--- src/rtl/mem2nfifo_sched_pkg.sv ---
// Shared definitions for the memory-to-N-FIFO read scheduler.
//   state_e   : scheduler FSM states (ARB picks a flow, SERVE bursts reads)
//   FLOWS_DEF : default number of flows (power of two, >= 2)
//   BURST_DEF : default maximum reads per grant (>= 1)
package mem2nfifo_sched_pkg;

  localparam int FLOWS_DEF = 8;
  localparam int BURST_DEF = 4;

  typedef enum logic {
    ARB   = 1'b0,
    SERVE = 1'b1
  } state_e;

endpackage

--- src/rtl/mem2nfifo_rd_sched_rr_pick.sv ---
// rr_pick: combinational cyclic priority encoder.
//   req_i   : request vector, one bit per flow
//   start_i : index searched first; search proceeds upward and wraps
//   idx_o   : first requesting index at or after start_i (0 if none)
//   found_o : high when any request bit is set
module rr_pick #(
  parameter int N  = 8,
  parameter int IW = $clog2(N)
) (
  input  logic [N-1:0]  req_i,
  input  logic [IW-1:0] start_i,
  output logic [IW-1:0] idx_o,
  output logic          found_o
);

  logic [IW-1:0] cand;

  // N is a power of two, so the IW-bit add wraps N-1 -> 0 for free.
  always_comb begin
    found_o = 1'b0;
    idx_o   = '0;
    cand    = '0;
    for (int i = 0; i < N; i++) begin
      cand = start_i + IW'(i);
      if (!found_o && req_i[cand]) begin
        found_o = 1'b1;
        idx_o   = cand;
      end
    end
  end

endmodule

--- src/rtl/mem2nfifo_rd_sched.sv ---
// mem2nfifo_rd_sched: round-robin burst read scheduler moving words from a
// shared memory (one block per flow) into per-flow output FIFOs.
//   CLK, RESET_N : clock, async active-low reset
//   ENABLE       : scheduler enable
//   FLOW_EMPTY   : per-flow memory block empty
//   FLOW_RDY     : per-flow output FIFO has >= 2 free slots
//   MEM_RD       : memory read strobe (Mealy in SERVE)
//   MEM_FLOW     : flow addressed by MEM_RD (grant in SERVE, else 0)
//   OUT_WR       : one-hot FIFO write, one cycle after MEM_RD
//   BUSY         : FSM in SERVE
module mem2nfifo_rd_sched
  import mem2nfifo_sched_pkg::*;
#(
  parameter int FLOWS = FLOWS_DEF,
  parameter int BURST = BURST_DEF
) (
  input  logic                     CLK,
  input  logic                     RESET_N,
  input  logic                     ENABLE,
  input  logic [FLOWS-1:0]         FLOW_EMPTY,
  input  logic [FLOWS-1:0]         FLOW_RDY,
  output logic                     MEM_RD,
  output logic [$clog2(FLOWS)-1:0] MEM_FLOW,
  output logic [FLOWS-1:0]         OUT_WR,
  output logic                     BUSY
);

  localparam int FW = $clog2(FLOWS);
  localparam int CW = $clog2(BURST) + 1;
  localparam logic [CW-1:0] BURST_C = CW'(BURST);

  state_e         state_q, state_d;
  logic [FW-1:0]  grant_q, grant_d;
  logic [FW-1:0]  last_q, last_d;
  logic [CW-1:0]  cnt_q, cnt_d;
  logic [FLOWS-1:0] out_wr_q, out_wr_d;

  logic [FLOWS-1:0] elig;
  logic [FW-1:0]    pick_idx;
  logic             pick_found;
  logic [CW-1:0]    cnt_inc;

  assign elig = ~FLOW_EMPTY & FLOW_RDY;

  rr_pick #(.N(FLOWS), .IW(FW)) u_pick (
    .req_i   (elig),
    .start_i (last_q + FW'(1)),
    .idx_o   (pick_idx),
    .found_o (pick_found)
  );

  // Read is qualified by live eligibility, so a flow that drops RDY or runs
  // dry mid-burst never sees a read it cannot absorb.
  assign MEM_RD   = (state_q == SERVE) && ENABLE && elig[grant_q];
  assign MEM_FLOW = (state_q == SERVE) ? grant_q : '0;
  assign BUSY     = (state_q == SERVE);
  assign OUT_WR   = out_wr_q;
  assign cnt_inc  = cnt_q + CW'(1);

  always_comb begin
    state_d = state_q;
    grant_d = grant_q;
    last_d  = last_q;
    cnt_d   = cnt_q;
    case (state_q)
      ARB: begin
        if (ENABLE && pick_found) begin
          state_d = SERVE;
          grant_d = pick_idx;
          last_d  = pick_idx;
          cnt_d   = '0;
        end
      end
      SERVE: begin
        if (MEM_RD) begin
          cnt_d = cnt_inc;
          // Burst end wins even if eligibility drops in the same cycle.
          if (cnt_inc == BURST_C) state_d = ARB;
        end else if (ENABLE) begin
          state_d = ARB;  // granted flow went ineligible
        end
      end
      default: state_d = ARB;
    endcase
  end

  always_comb begin
    out_wr_d = '0;
    if (MEM_RD) out_wr_d[MEM_FLOW] = 1'b1;
  end

  // Reset parks last_q at FLOWS-1 so the first search starts at flow 0.
  always_ff @(posedge CLK or negedge RESET_N) begin
    if (!RESET_N) begin
      state_q  <= ARB;
      grant_q  <= '0;
      last_q   <= '1;
      cnt_q    <= '0;
      out_wr_q <= '0;
    end else begin
      state_q  <= state_d;
      grant_q  <= grant_d;
      last_q   <= last_d;
      cnt_q    <= cnt_d;
      out_wr_q <= out_wr_d;
    end
  end

endmodule
--- config.mk ---
export PLATFORM = sky130hd
export DESIGN_NAME = mem2nfifo_rd_sched
export DESIGN_NICKNAME = d
export VERILOG_FILES = /design/src/rtl/mem2nfifo_sched_pkg.sv /design/src/rtl/mem2nfifo_rd_sched_rr_pick.sv /design/src/rtl/mem2nfifo_rd_sched.sv
export SDC_FILE = /design/constraint.sdc
export NUM_CORES = 1
export LEC_CHECK = 0
export CORE_MARGIN = 1.5
export CORE_UTILIZATION = 55
export DETAILED_ROUTE_END_ITERATION = 8
export PLACE_DENSITY = 0.85
export SYNTH_ARGS = -nofsm -noshare
export SYNTH_HDL_FRONTEND = slang
export SYNTH_SLANG_ARGS = --single-unit
--- constraint.sdc ---
create_clock -name CLK -period 4.8 [get_ports CLK]
set_input_delay 0.96 -clock CLK [delete_from_list [all_inputs] [get_ports CLK]]
set_output_delay 0.96 -clock CLK [all_outputs]
set_load 0.02 [all_outputs]
==> run summary, run 1 <==
status: completed
total negative slack: 0 ps
share of layout cells above drive strength 1: 0.1303
Overflow after GRT: 0
Post-synth top cells: nand2_1 (31), dfrtp_1 (15), a21oi_1 (13), nand2b_1 (12), nor2_1 (11)
post-CTS setup-driven buffer insertion count: 0
clk slew on worst S/H paths: 100 ps
Reg2Reg Setup Slack: 790 ps
final hold vios: 0
ANT nets after route: 0
Root Driver: clkbuf_4
worst r2r dst: cnt_q[2]$_DFFE_PN0P_
CTS Hold Bufs: 0
Slew headroom: 0.4266
post-route minimum period: 4161 ps
Post-CTS Resized: 0
final wirelength: 4539 µm
GPL Wtd Cong: 0.9381
Antenna diodes: 0
Post-Syn Area per Cell: 8.729 µm²
Layout Area Growth over Synthesis: 16.74%
nature of the critical path startpoint: input pin
utilization of the core after routing: 0.6972
critical path's slowest cell: clkdlybuf4s50_1
die area: 3755 µm²
r2r startpoint: last_q[0]$_DFFE_PN1P_
CTS tree: yes
1st-pass router iterations: 4
Final Hold Slack: 495.5 ps
register area share after synthesis: 0.2431
Synth Flop Type: dfrtp_1
Hold Crit Class: reg -> reg
Synth area leaders: dfrtp_1 (20%), mux4_2 (12%), nand2_1 (6.2%)
Worst EP required: 3840 ps
Setup WS pre-CTS: 669.8 ps
num rows: 20
CP max stage delay: 610 ps
most used cell, CP: clkdlybuf4s50_1
Ports: 32
count of flip-flops with a built-in enable after synthesis: 0
final critical-path share of the clock period: 0.8668
Levels on crit path: 7
core area: 3128 µm²
Setup crit end kind: output pin
FF+latch count, synth: 18
Buf/Inv on CP: 3
vias in the first global route: 1,550
unrepaired setup endpoints after global routing: false
largest net degree at the start of global routing: 25
clock buffer depth: 2
CP top delay family: buffers and inverters
Net count, final: 262
post-synth cell types: 53
Max Slew Vio Count: 0
DR WL/cell: 16.10 µm
actual slew at the worst max-slew pin: 860.1 ps
HPWL reported at the end of detailed placement: 3571 µm
leakage: 0.8920 nW
Starting Density: 0.5972
worst setup path endpoint: MEM_RD
Arrival @ worst endpoint: 3200 ps
CP Max Fanout: 3
sequential cell area: 454.2 µm²
peak supply drop: 0.3430 mV
die height: 61.28 µm
antenna violations before repair: 0
YS warnings: 0
mapped cell area: 1868 µm²
skew final: 14.58 ps
Syn Nets: 237
Num CTS Buffers: 3
f_max: 240.3 MHz
FF-to-FF path depth: 9
drt drc: 0
Max H-tree Level: 1
gr usage total: 0.2623
Vias: 1,776
WS Path Type: in -> out
Vias/cell: 6.298
fillers: 263
Die X: 61.28 µm
footprint of the multi-input gates: 1294 µm²
most common cell in the netlist: nand2_1
PD cells: 727.1 nW/µm²
Clock Sinks: 18
Post-Synthesis Cells: 214
Yosys top cell area share: 0.2009
drt initial violations: 138
Setup-failing EPs final: 0
crit path cell chain: clkdlybuf4s50_1 -> nand2b_1 -> mux4_2 -> o21ai_0 -> nand3_1 -> inv_1 -> clkdlybuf4s50_1
clock latency on the worst-skew pair: 310 ps
port bufs: 31
crit path setup slack, layout: 639.2 ps
Async S/R FF share, synth: 1.000
first-pass GRT wire length: 7265 µm
area leader, netlist: dfrtp_1
max cap viols: 0
Worst Setup SP: FLOW_EMPTY[3]
## placed cells by master, fill, tap and decap left out, types with 4 or more instances in the layout
master,instances
nand4_1,5
nand3b_1,5
a21oi_1,13
nand2_1,31
ha_1,4
nor2b_1,8
a31oi_1,4
nand2b_1,12
nor2_1,11
inv_1,8
nor3_1,7
mux4_2,10
dfrtp_1,15
clkdlybuf4s50_1,31
o21ai_0,4
nand3_1,8
## metrics by stage
stage	area (µm²)	cells	total power, mW
CTS	2181	282	1.563
global route	2181	282	1.698
detailed placement	2155	278	1.479
finish	2181	282	1.586
global placement	2155	278	1.459
floorplan	1868	214	1.267
## final cells by class
type                            instances  area share
Multi-Input combinational cell        175      0.5932
Sequential cell                        18      0.2083
Timing Repair Buffer                   32      0.1457
Tap cell                               44     0.02524
Inverter                                9     0.01549
Clock buffer                            4     0.01205
## worst min path at each step
stage / start / to / cells past startpoint
2_1_floorplan: last_q[1]$_DFFE_PN1P_ / last_q[1]$_DFFE_PN1P_ / 2
3_3_place_gp: cnt_q[0]$_DFFE_PN0P_ / cnt_q[0]$_DFFE_PN0P_ / 1
3_5_place_dp: cnt_q[0]$_DFFE_PN0P_ / cnt_q[0]$_DFFE_PN0P_ / 1
4_1_cts: cnt_q[0]$_DFFE_PN0P_ / cnt_q[0]$_DFFE_PN0P_ / 1
5_1_grt: cnt_q[0]$_DFFE_PN0P_ / cnt_q[0]$_DFFE_PN0P_ / 1
6_report: cnt_q[0]$_DFFE_PN0P_ / cnt_q[0]$_DFFE_PN0P_ / 1
## sequential cells by signal (all words and copies together) (netlist names)
register,flops
OUT_WR,8
BUSY,1
last_q,3
grant_q,3
cnt_q,3
## layer usage
layer,part of all wire,vias to the layer above,global-route usage
li1,-,838,-
met1,0.44,850,0.3840
met2,0.47,79,0.3936
met3,0.073,9,0.06303
met4,0.011,0,0.06211
met5,0,-,0
## report_power, final
part           switching [mW]  leakage (nW)  internal, mW  total, mW
registers              0.0827         0.232         0.198      0.281
logic                   0.701         0.645         0.525       1.23
clock network          0.0463        0.0150        0.0325     0.0788
## logic make-up (layout without fill, tap and decap cells)
logic type      after synthesis  count (layout)  synth area share
simple gates                107             107            0.3128
compound gates               47              47            0.1721
buf+inv                      21              45           0.06429
flops                        18              18            0.2431
mux                          14              14            0.1487
fa+ha+maj                     4               4           0.02679
xor+xnor                      3               3           0.03216
(Power assumes the default switching activity.)
==> run 2, diff against run 1 <==
--- a/config.mk
+++ b/config.mk
@@ -8,6 +8,7 @@
 export CORE_MARGIN = 1.5
 export CORE_UTILIZATION = 55
 export DETAILED_ROUTE_END_ITERATION = 8
+export HOLD_SLACK_MARGIN = 0.1
 export PLACE_DENSITY = 0.85
 export SYNTH_ARGS = -nofsm -noshare
 export SYNTH_HDL_FRONTEND = slang
==> results of run 2 <==
Same layout as run 1: the final DEF is identical, and so are final timing and power.
==> run 3, diff against run 2 <==
==> constraint.sdc (replaced) <==
create_clock -name CLK -period 5 [get_ports CLK]
set_input_delay 1 -clock CLK [delete_from_list [all_inputs] [get_ports CLK]]
set_output_delay 1 -clock CLK [all_outputs]
set_load 0.02 [all_outputs]
==> run summary, run 3 (synthesized netlist as in run 1, its figures left out) <==
DP Area: 2155 µm² (unchanged)
worst setup path endpoint: MEM_RD
gr usage total: 0.2601 (-0.002179)
max cap viols: 0 (unchanged)
Reg2Reg Setup Slack: 990 ps (+200 ps)
status: completed
CTS tree: yes
dpl cells: 278 (unchanged)
Arrival @ worst endpoint: 3360 ps (+160 ps)
r2r startpoint: last_q[0]$_DFFE_PN1P_
Vias: 1,754 (-1.2%)
port bufs: 31 (unchanged)
most frequent cells in the layout: nand2_1 (31), clkdlybuf4s50_1 (31), dfrtp_1 (15), a21oi_1 (13), nand2b_1 (12)
post-CTS setup-driven buffer insertion count: 0 (unchanged)
drt drc: 0 (unchanged)
GPL Wtd Cong: 0.9227 (-1.6%)
utilization of the core after routing: 0.6972 (unchanged)
Max H-tree Level: 1 (unchanged)
Starting Density: 0.5972 (unchanged)
Root Driver: clkbuf_4
HPWL reported at the end of detailed placement: 3624 µm (+1.5%)
share of layout cells above drive strength 1: 0.1303 (unchanged)
DR WL/cell: 16.02 µm (-0.48%)
crit path setup slack, layout: 643.9 ps (+4.674 ps)
actual slew at the worst max-slew pin: 868.7 ps (+8.588 ps)
Setup WS pre-CTS: 660.2 ps (-9.590 ps)
Net count, final: 262 (unchanged)
final wirelength: 4517 µm (-0.48%)
PD cells: 700.3 nW/µm² (-3.7%)
die height: 61.28 µm (unchanged)
largest net degree at the start of global routing: 25 (unchanged)
skew final: 6.426 ps (-8.154 ps)
worst r2r dst: cnt_q[2]$_DFFE_PN0P_
Antenna diodes: 0 (unchanged)
die area: 3755 µm² (unchanged)
unrepaired setup endpoints after global routing: false
nature of the critical path startpoint: input pin
Vias/cell: 6.220 (-1.2%)
clock buffer depth: 2 (unchanged)
Layout Area Growth over Synthesis: 16.74% (unchanged)
final hold vios: 0 (unchanged)
core area: 3128 µm² (unchanged)
Worst Setup SP: FLOW_EMPTY[7]
Hold Crit Class: reg -> reg
Overflow after GRT: 0 (unchanged)
drt initial violations: 173 (+25%)
Setup crit end kind: output pin
clk slew on worst S/H paths: 90 ps (about the same)
FF-to-FF path depth: 9 (unchanged)
CTS Hold Bufs: 0 (unchanged)
vias in the first global route: 1,546 (-0.26%)
Max Slew Vio Count: 0 (unchanged)
Ports: 32 (unchanged)
Slew headroom: 0.4209 (-0.005725)
Setup-failing EPs final: 0 (unchanged)
Num CTS Buffers: 3 (unchanged)
Finished Layout Cells: 282 (unchanged)
peak supply drop: 0.4009 mV (+17%)
CP Max Fanout: 10 (+7)
antenna violations before repair: 0 (unchanged)
leakage: 0.8920 nW (unchanged)
Clock Sinks: 18 (unchanged)
clock latency on the worst-skew pair: 300 ps (about the same)
num rows: 20 (unchanged)
Die X: 61.28 µm (unchanged)
ANT nets after route: 0 (unchanged)
1st-pass router iterations: 5 (+1)
Worst EP required: 4000 ps (+160 ps)
post-route minimum period: 4356 ps
final critical-path share of the clock period: 0.8712
f_max: 229.6 MHz
Post-CTS Resized: 0 (unchanged)
WS Path Type: in -> out
number of flip-flops in the largest register: 8 (unchanged)
first-pass GRT wire length: 7141 µm (-1.7%)
total negative slack: 0 ps (unchanged)
Final Instance Area: 2181 µm² (unchanged)
[run 3: cell counts in the layout (fill, tap and decap cells not counted)]
Identical to the previous run, type by type.
[run 3: through the flow]
stage	power, mW	hold slack, ps
6_report	1.527	489.1
5_1_grt	1.630	505.4
4_1_cts	1.506	487.6
3_5_place_dp	1.430	475.0
3_3_place_gp	1.401	470.4
2_1_floorplan	1.217	452.8
[run 3: worst min path at each step]
stage / from / endpoint / slack (ps) / cells after the start
floorplan: last_q[1]$_DFFE_PN1P_ / last_q[1]$_DFFE_PN1P_ / 450 / 2
global placement: cnt_q[0]$_DFFE_PN0P_ / cnt_q[0]$_DFFE_PN0P_ / 470 / 1
detailed placement: last_q[1]$_DFFE_PN1P_ / last_q[1]$_DFFE_PN1P_ / 470 / 2
CTS: last_q[1]$_DFFE_PN1P_ / last_q[1]$_DFFE_PN1P_ / 490 / 2
global route: cnt_q[0]$_DFFE_PN0P_ / cnt_q[0]$_DFFE_PN0P_ / 510 / 1
finish: last_q[1]$_DFFE_PN1P_ / last_q[1]$_DFFE_PN1P_ / 490 / 2
[run 3: cell type report]
cell class / count / area (µm²)
repair buffers: 32 / 317.8
multi-input cells: 175 / 1294
fillers: 279 / 947.2
inverters: 9 / 33.78
clock buffers: 4 / 26.28
well taps: 44 / 55.05
flip-flops and latches: 18 / 454.2
[run 3: power breakdown]
part	switching (mW)	total [mW]	internal, mW
logic	0.680	1.18	0.503
clock network	0.0428	0.0739	0.0311
registers	0.0794	0.270	0.191
total	0.802	1.53	0.725
[run 3: worst max-delay path, cell delays in order]
cell             delay, ps
clkdlybuf4s50_1        440
nand2b_1               200
mux4_2                 480
o21ai_0                250
nand3_1                110
buf_4                  180
inv_1                   80
clkdlybuf4s50_1        600
[run 3: metal layers]
metal  up-vias  share of wire  GRT usage
met1       816           0.44     0.3767
li1        839              -          -
met4         0          0.010    0.03416
met2        86           0.47     0.4088
met5         -              0          0
met3        13          0.078    0.06303
